`config.mk`:
```
export PLATFORM = sky130hd
export DESIGN_NAME = alu_pipe
export DESIGN_NICKNAME = d
export VERILOG_FILES = /design/src/rtl/alu_pipe.sv
export SDC_FILE = /design/constraint.sdc
export NUM_CORES = 1
export LEC_CHECK = 0
export CAP_MARGIN = 20
export CORE_UTILIZATION = 60
export DETAILED_ROUTE_END_ITERATION = 8
export PLACE_DENSITY = 0.85
export REMOVE_ABC_BUFFERS = 1
export SLEW_MARGIN = 20
export SYNTH_ARGS = -nofsm -noshare
export SYNTH_HDL_FRONTEND = slang
export SYNTH_SLANG_ARGS = --single-unit
export TNS_END_PERCENT = 20
```
`constraint.sdc`:
```
create_clock -name clk -period 3.6 [get_ports clk]
set_input_delay 0.72 -clock clk [delete_from_list [all_inputs] [get_ports clk]]
set_output_delay 0.72 -clock clk [all_outputs]
set_load 0.02 [all_outputs]
```
`src/rtl/alu_pipe.sv`:
```
// Registered ALU with valid/ready flow control and status flags.
// Optional shift-add multiplier built only when ALU_PIPE_MUL_EN is defined.
module alu_pipe #(
   parameter int WIDTH = 32
) (
   input  logic             clk,
   input  logic             rst_n,
   input  logic             in_valid,
   output logic             in_ready,
   input  logic [WIDTH-1:0] a,
   input  logic [WIDTH-1:0] b,
   input  logic [3:0]       sel,
   output logic             out_valid,
   input  logic             out_ready,
   output logic [WIDTH-1:0] result,
   output logic [4:0]       flags
);
   localparam int SHW = $clog2(WIDTH);

   localparam logic [3:0] OP_ADD  = 4'd0;
   localparam logic [3:0] OP_SUB  = 4'd1;
   localparam logic [3:0] OP_AND  = 4'd2;
   localparam logic [3:0] OP_OR   = 4'd3;
   localparam logic [3:0] OP_XOR  = 4'd4;
   localparam logic [3:0] OP_NOR  = 4'd5;
   localparam logic [3:0] OP_SLT  = 4'd6;
   localparam logic [3:0] OP_SLTU = 4'd7;
   localparam logic [3:0] OP_SLL  = 4'd8;
   localparam logic [3:0] OP_SRL  = 4'd9;
   localparam logic [3:0] OP_SRA  = 4'd10;
   localparam logic [3:0] OP_PASB = 4'd11;

   logic             out_valid_q, out_valid_d;
   logic [WIDTH-1:0] result_q, result_d;
   logic [4:0]       flags_q, flags_d;
   logic             accept;

   logic [WIDTH-1:0] b_op, alu_res;
   logic [WIDTH:0]   sum;
   logic [SHW-1:0]   shamt;
   logic             is_sub, alu_carry, alu_ovf, alu_err;

   always_comb begin
      is_sub    = (sel == OP_SUB);
      b_op      = is_sub ? ~b : b;
      sum       = {1'b0, a} + {1'b0, b_op} + {{WIDTH{1'b0}}, is_sub};
      shamt     = b[SHW-1:0];
      alu_res   = '0;
      alu_carry = 1'b0;
      alu_ovf   = 1'b0;
      alu_err   = 1'b0;
      unique case (sel)
         OP_ADD, OP_SUB: begin
            alu_res   = sum[WIDTH-1:0];
            alu_carry = sum[WIDTH];
            alu_ovf   = (a[WIDTH-1] == b_op[WIDTH-1]) &&
                        (sum[WIDTH-1] != a[WIDTH-1]);
         end
         OP_AND:  alu_res = a & b;
         OP_OR:   alu_res = a | b;
         OP_XOR:  alu_res = a ^ b;
         OP_NOR:  alu_res = ~(a | b);
         OP_SLT:  alu_res = {{(WIDTH-1){1'b0}}, $signed(a) < $signed(b)};
         OP_SLTU: alu_res = {{(WIDTH-1){1'b0}}, a < b};
         OP_SLL:  alu_res = a << shamt;
         OP_SRL:  alu_res = a >> shamt;
         OP_SRA:  alu_res = $unsigned($signed(a) >>> shamt);
         OP_PASB: alu_res = b;
         default: alu_err = 1'b1;
      endcase
   end

`ifdef ALU_PIPE_MUL_EN
   localparam logic [3:0] OP_MUL = 4'd12;

   typedef enum logic {IDLE, BUSY} state_t;

   state_t             state_q, state_d;
   logic [2*WIDTH-1:0] acc_q, acc_d, mcand_q, mcand_d;
   logic [WIDTH-1:0]   mplier_q, mplier_d;
   logic [SHW-1:0]     cnt_q, cnt_d;
   logic               is_mul;

   assign in_ready = rst_n && (state_q == IDLE) &&
                     (!out_valid_q || out_ready);
`else
   assign in_ready = rst_n && (!out_valid_q || out_ready);
`endif

   assign accept = in_valid && in_ready;

   always_comb begin
      out_valid_d = out_valid_q;
      result_d    = result_q;
      flags_d     = flags_q;
      if (out_valid_q && out_ready) out_valid_d = 1'b0;
`ifdef ALU_PIPE_MUL_EN
      state_d  = state_q;
      acc_d    = acc_q;
      mcand_d  = mcand_q;
      mplier_d = mplier_q;
      cnt_d    = cnt_q;
      is_mul   = (sel == OP_MUL);
      // bit 0 is folded in at accept so the result lands WIDTH cycles later
      if (accept && is_mul) begin
         state_d  = BUSY;
         acc_d    = b[0] ? {{WIDTH{1'b0}}, a} : '0;
         mcand_d  = {{(WIDTH-1){1'b0}}, a, 1'b0};
         mplier_d = {1'b0, b[WIDTH-1:1]};
         cnt_d    = SHW'(WIDTH-1);
      end else if (accept) begin
         out_valid_d = 1'b1;
         result_d    = alu_res;
         flags_d     = {alu_err, alu_ovf, alu_carry,
                        alu_res[WIDTH-1], ~|alu_res};
      end
      if (state_q == BUSY) begin
         acc_d    = acc_q + (mplier_q[0] ? mcand_q : '0);
         mcand_d  = mcand_q << 1;
         mplier_d = mplier_q >> 1;
         cnt_d    = cnt_q - SHW'(1);
         if (cnt_q == SHW'(1)) begin
            state_d     = IDLE;
            out_valid_d = 1'b1;
            result_d    = acc_d[WIDTH-1:0];
            flags_d     = {1'b0, |acc_d[2*WIDTH-1:WIDTH], 1'b0,
                           acc_d[WIDTH-1], ~|acc_d[WIDTH-1:0]};
         end
      end
`else
      if (accept) begin
         out_valid_d = 1'b1;
         result_d    = alu_res;
         flags_d     = {alu_err, alu_ovf, alu_carry,
                        alu_res[WIDTH-1], ~|alu_res};
      end
`endif
   end

   always_ff @(posedge clk or negedge rst_n) begin
      if (!rst_n) begin
         out_valid_q <= 1'b0;
         result_q    <= '0;
         flags_q     <= '0;
`ifdef ALU_PIPE_MUL_EN
         state_q     <= IDLE;
         acc_q       <= '0;
         mcand_q     <= '0;
         mplier_q    <= '0;
         cnt_q       <= '0;
`endif
      end else begin
         out_valid_q <= out_valid_d;
         result_q    <= result_d;
         flags_q     <= flags_d;
`ifdef ALU_PIPE_MUL_EN
         state_q     <= state_d;
         acc_q       <= acc_d;
         mcand_q     <= mcand_d;
         mplier_q    <= mplier_d;
         cnt_q       <= cnt_d;
`endif
      end
   end

   assign out_valid = out_valid_q;
   assign result    = result_q;
   assign flags     = flags_q;
endmodule
```
==> metrics, run 1 <==
outcome aborted with a tool error; failing step 5_1_grt; Log Error [ERROR GRT-0116] Global routing finished with congestion. Check the congestion regions in the DRC Viewer.; Port Buf Inserts 110; pre-CTS setup slack -1580 ps; vias in the first global route 21.6k; Die Y 139 um; ys async rst share 1.00; CTS buffer count 5; top cell type's share of synthesized area 0.148; num ports 111; synthesized cell area 0.0113 mm^2; HPWL after DPL 48500 um; Syn Inst Count 1446; EDFF count, synth 0; CTS sink cnt 37; register area share after synthesis 0.0821; Rows 49; GP Congestion 1.28; Max Buffers Root-to-Sink 2; H-tree levels 2; Distinct cells, synth 93; first-pass GRT wire length 141000 um; Most used DFF post-synth dfrtp_1; Yosys warnings 0; grt total ovfl 881; Synth area leaders ha_1 (15%), mux4_2 (8.6%), dfrtp_1 (8.2%); gr usage total 0.945; Post-Syn Area per Cell 7.79 um^2; Clock Root Buffer clkbuf_16; initial core utilization 0.619; area leader, netlist ha_1; Die Wd 139 um; pin count of the biggest net entering global routing 54; synthesis-stage register bit count 37
## repair_timing
item | 4_1_cts
hold buffers | 0
resized for setup | 106
setup endpoints to repair | 31
setup buffers | 15
pin swaps | 28
## routing by layer
layer,overflow,global-route usage
met1,28,0.897
met2,557,1.11
met3,29,0.819
met4,262,1.02
met5,5,0.529
## synth_stat cells, types with 13 or more instances
| cell type | n |
|---|---|
| o22ai_1 | 27 |
| o21ai_0 | 83 |
| nor2b_1 | 14 |
| o221ai_1 | 19 |
| mux2i_1 | 65 |
| nand4_1 | 14 |
| nor4_1 | 13 |
| nor3_1 | 26 |
| xnor2_1 | 42 |
| dfrtp_1 | 37 |
| ha_1 | 133 |
| a221oi_1 | 17 |
| nand3_1 | 33 |
| a31oi_1 | 19 |
| inv_1 | 85 |
| a21oi_1 | 85 |
| mux4_2 | 43 |
| nor2_1 | 85 |
| a22oi_1 | 29 |
| buf_2 | 21 |
| buf_1 | 15 |
| a211oi_1 | 21 |
| nand2_1 | 150 |
| clkbuf_1 | 69 |
| o211ai_1 | 21 |
| mux2_2 | 43 |
## per-stage QoR
step	instance area [um^2]	hold WS (ps)	TNS (ps)	util	cells
2_1_floorplan	10700	424	-149050	-	1327
3_3_place_gp	16200	465	-17860	0.891	2194
3_5_place_dp	16200	478	-25080	0.891	2194
4_1_cts	16900	501	-1430	0.926	2217
## cell families after synthesis
logic type	share of synthesized area
compound gates	0.278
xor+xnor	0.0381
fa+ha+maj	0.149
buf+inv	0.0789
flops	0.0821
mux	0.201
simple gates	0.173
==> run 2: changes to the inputs <==
--- a/config.mk
+++ b/config.mk
@@ -6,9 +6,9 @@
 export NUM_CORES = 1
 export LEC_CHECK = 0
 export CAP_MARGIN = 20
-export CORE_UTILIZATION = 60
+export CORE_UTILIZATION = 40
 export DETAILED_ROUTE_END_ITERATION = 8
-export PLACE_DENSITY = 0.85
+export PLACE_DENSITY_LB_ADDON = 0.15
 export REMOVE_ABC_BUFFERS = 1
 export SLEW_MARGIN = 20
 export SYNTH_ARGS = -nofsm -noshare
==> run 2 against run 1 <==
- the flow now finishes, with violations (negative setup slack)
- synthesized cell count stayed put
- synthesized area stayed put
==> metrics, run 2 <==
commonest non-fill, non-tap cell in the layout buf_4; num ports 111; worst-path fanout max 5; CP dominant cell by count buf_6; period utilisation layout 1.14; DRC 0; CP max stage cell ha_1; core area 0.0278 mm^2; Hold WC Path Type flop to flop; layout cells sized above 1 0.369; register area share after synthesis 0.0821; Layout Utilization 0.620; first-pass GRT wire length 84400 um; Distinct cells, synth 93; CTS tree built; area leader, netlist ha_1; Fin Clk Skew 1.49 ps; final-report setup violation count 12; antenna fix cells 0; grt total ovfl 0; vias per cell 6.08; initial antenna violation count 0; Post-Syn Area per Cell 7.79 um^2; Cell Chain, Critical Path buf_6, nor4b_4, buf_6, buf_6, xnor2_2, ha_1, buf_6, xnor2_4, a22oi_2, o211ai_1, a311oi_1, o211ai_1, a2111oi_2, buf_4, nand4_1, nor4_4, nand4_1, o41ai_2; Leak Pwr 0.00786 uW; Most used DFF post-synth dfrtp_1; Worst slew margin 0.259; max reg flops 31; outcome complete, but fails checks; antenna viol nets, final 0; CP Capture Type flop; Rows 61; Port Buf Inserts 110; Setup CP Type primary input to flop; Peak VDD IR 464 uV; Area Overhead vs Synth 52.8%; clock-pin transition on the worst setup and hold timing paths 50 ps; Syn Inst Count 1446; DR iter-0 viols 1698; MaxCap Viol Count 0; Hold Buf Count CTS 0; drt first pass iters 5; Via Count 14.4k; Fmax 243 MHz; Die Y 170 um; Yosys warnings 0; clock latency on the worst-skew pair 280 ps; Top Family by Delay on Critical Path compound AO/OA/AOI/OAI gates; Max Buffers Root-to-Sink 2; Critical path buffers and inverters 5; most frequent cells in the layout buf_4 (533), nand2_1 (149), ha_1 (133); vias in the first global route 14.0k; WP data required 3790 ps; H-tree levels 2; Clock Root Buffer clkbuf_16; Final Max Tran Viols 0; ys async rst share 1.00; total wirelength of the detailed-routed design 56300 um; CTS sink cnt 37; Die Wd 170 um; CP startpoint kind primary input; power density cells 225 mW/mm^2; CTS buffer count 5; Hold Vio Cnt, Final 0; initial core utilization 0.406; synthesis-stage register bit count 37; die area 0.0289 mm^2; max incr delay on CP 330 ps; Avg WL per Cell 23.7 um; EDFF count, synth 0; actual slew at the worst max-slew pin 1100 ps; Synth area leaders ha_1 (15%), mux4_2 (8.6%), dfrtp_1 (8.2%); Worst Path Arrival 4300 ps; top cell type's share of synthesized area 0.148; Placed Cells 2357; failing checks negative setup slack; RSZ-0062 raised after global routing true; synthesized cell area 0.0113 mm^2; Final Critical Period 4110 ps; final worst slack -510 ps; Commonest cells post-synth nand2_1 (150), ha_1 (133), a21oi_1 (85), inv_1 (85), nor2_1 (85); GP Congestion 1.04; Fill cells 2590; pin count of the biggest net entering global routing 52; Finished Layout Cells 2377; most common cell in the netlist nand2_1; gr usage total 0.387; HPWL after DPL 46100 um; Nets 2205
## run 2: cell counts after synthesis
No cell type changed its count.
## run 2: power breakdown
| part | total (uW) | switching [uW] | internal [uW] |
|---|---|---|---|
| sequential | 547 | 46.5 | 501 |
| combinational | 2890 | 1490 | 1410 |
| clock | 432 | 160 | 272 |
## run 2: per-layer routing
layer / share of wire / track usage
met1: 0.43 / 0.535
met2: 0.43 / 0.599
met3: 0.086 / 0.0514
met4: 0.047 / 0.168
met5: 0 / 0
## run 2: cell type report
| class | instances | area (um^2) | share of cell area |
|---|---|---|---|
| tap | 378 | 473 | 0.0275 |
| timing repair buffer | 665 | 5480 | 0.318 |
| clock buffer | 7 | 143 | 0.00828 |
| inverter | 88 | 330 | 0.0192 |
| multi-input combinational | 1202 | 9870 | 0.573 |
| sequential | 37 | 926 | 0.0538 |
## run 2: repair_timing
action,in CTS,in global routing
buffers inserted,12,2
pin swaps,31,14
gates resized for setup,87,25
endpoints found under the setup margin,28,22
## run 2: cell families (layout without fill, tap and decap cells)
group,count (synthesis),in the layout,synth area share
mux,164,164,0.201
flops,37,37,0.0821
fa+ha+maj,134,134,0.149
buf+inv,207,760,0.0789
compound gates,454,454,0.278
xor+xnor,49,49,0.0381
simple gates,401,401,0.173
## run 2: stage by stage
stage	total power (uW)	cell area, um^2	setup slack, ps	hold WS (ps)	TNS, ps
2_1_floorplan	1730	10700	-5090	424	-149050
4_1_cts	3800	17100	-471	487	-1730
3_3_place_gp	3240	16600	-1440	462	-21250
5_1_grt	4080	17200	-661	511	-4230
6_report	3870	17200	-510	479	-1800
3_5_place_dp	3250	16600	-1420	473	-21990
## run 2: worst register-to-register path: stages (launching register included)
cell	delay (ps)
dfrtp_1	370
nand2b_1	100
nand3_2	230
a211oi_1	250
and3_1	200
o211ai_1	210
a2111oi_2	370
buf_4	170
nand4_1	130
nor4_4	320
nand4_1	190
o41ai_2	210
## run 2: final timing paths
check | cells past startpoint | to | from | slack (ps)
max reg2reg | 11 | flags[0] | out_valid | 750
min | 2 | flags[3] | flags[3] | 480
min in group asynchronous | 2 | flags[0] | rst_n | 500
max in group asynchronous | 2 | result[9] | rst_n | 2760
max | 18 | flags[0] | sel[1] | -510
min reg2reg | 2 | flags[3] | flags[3] | 480
Power figures use the tool's default switching activity.
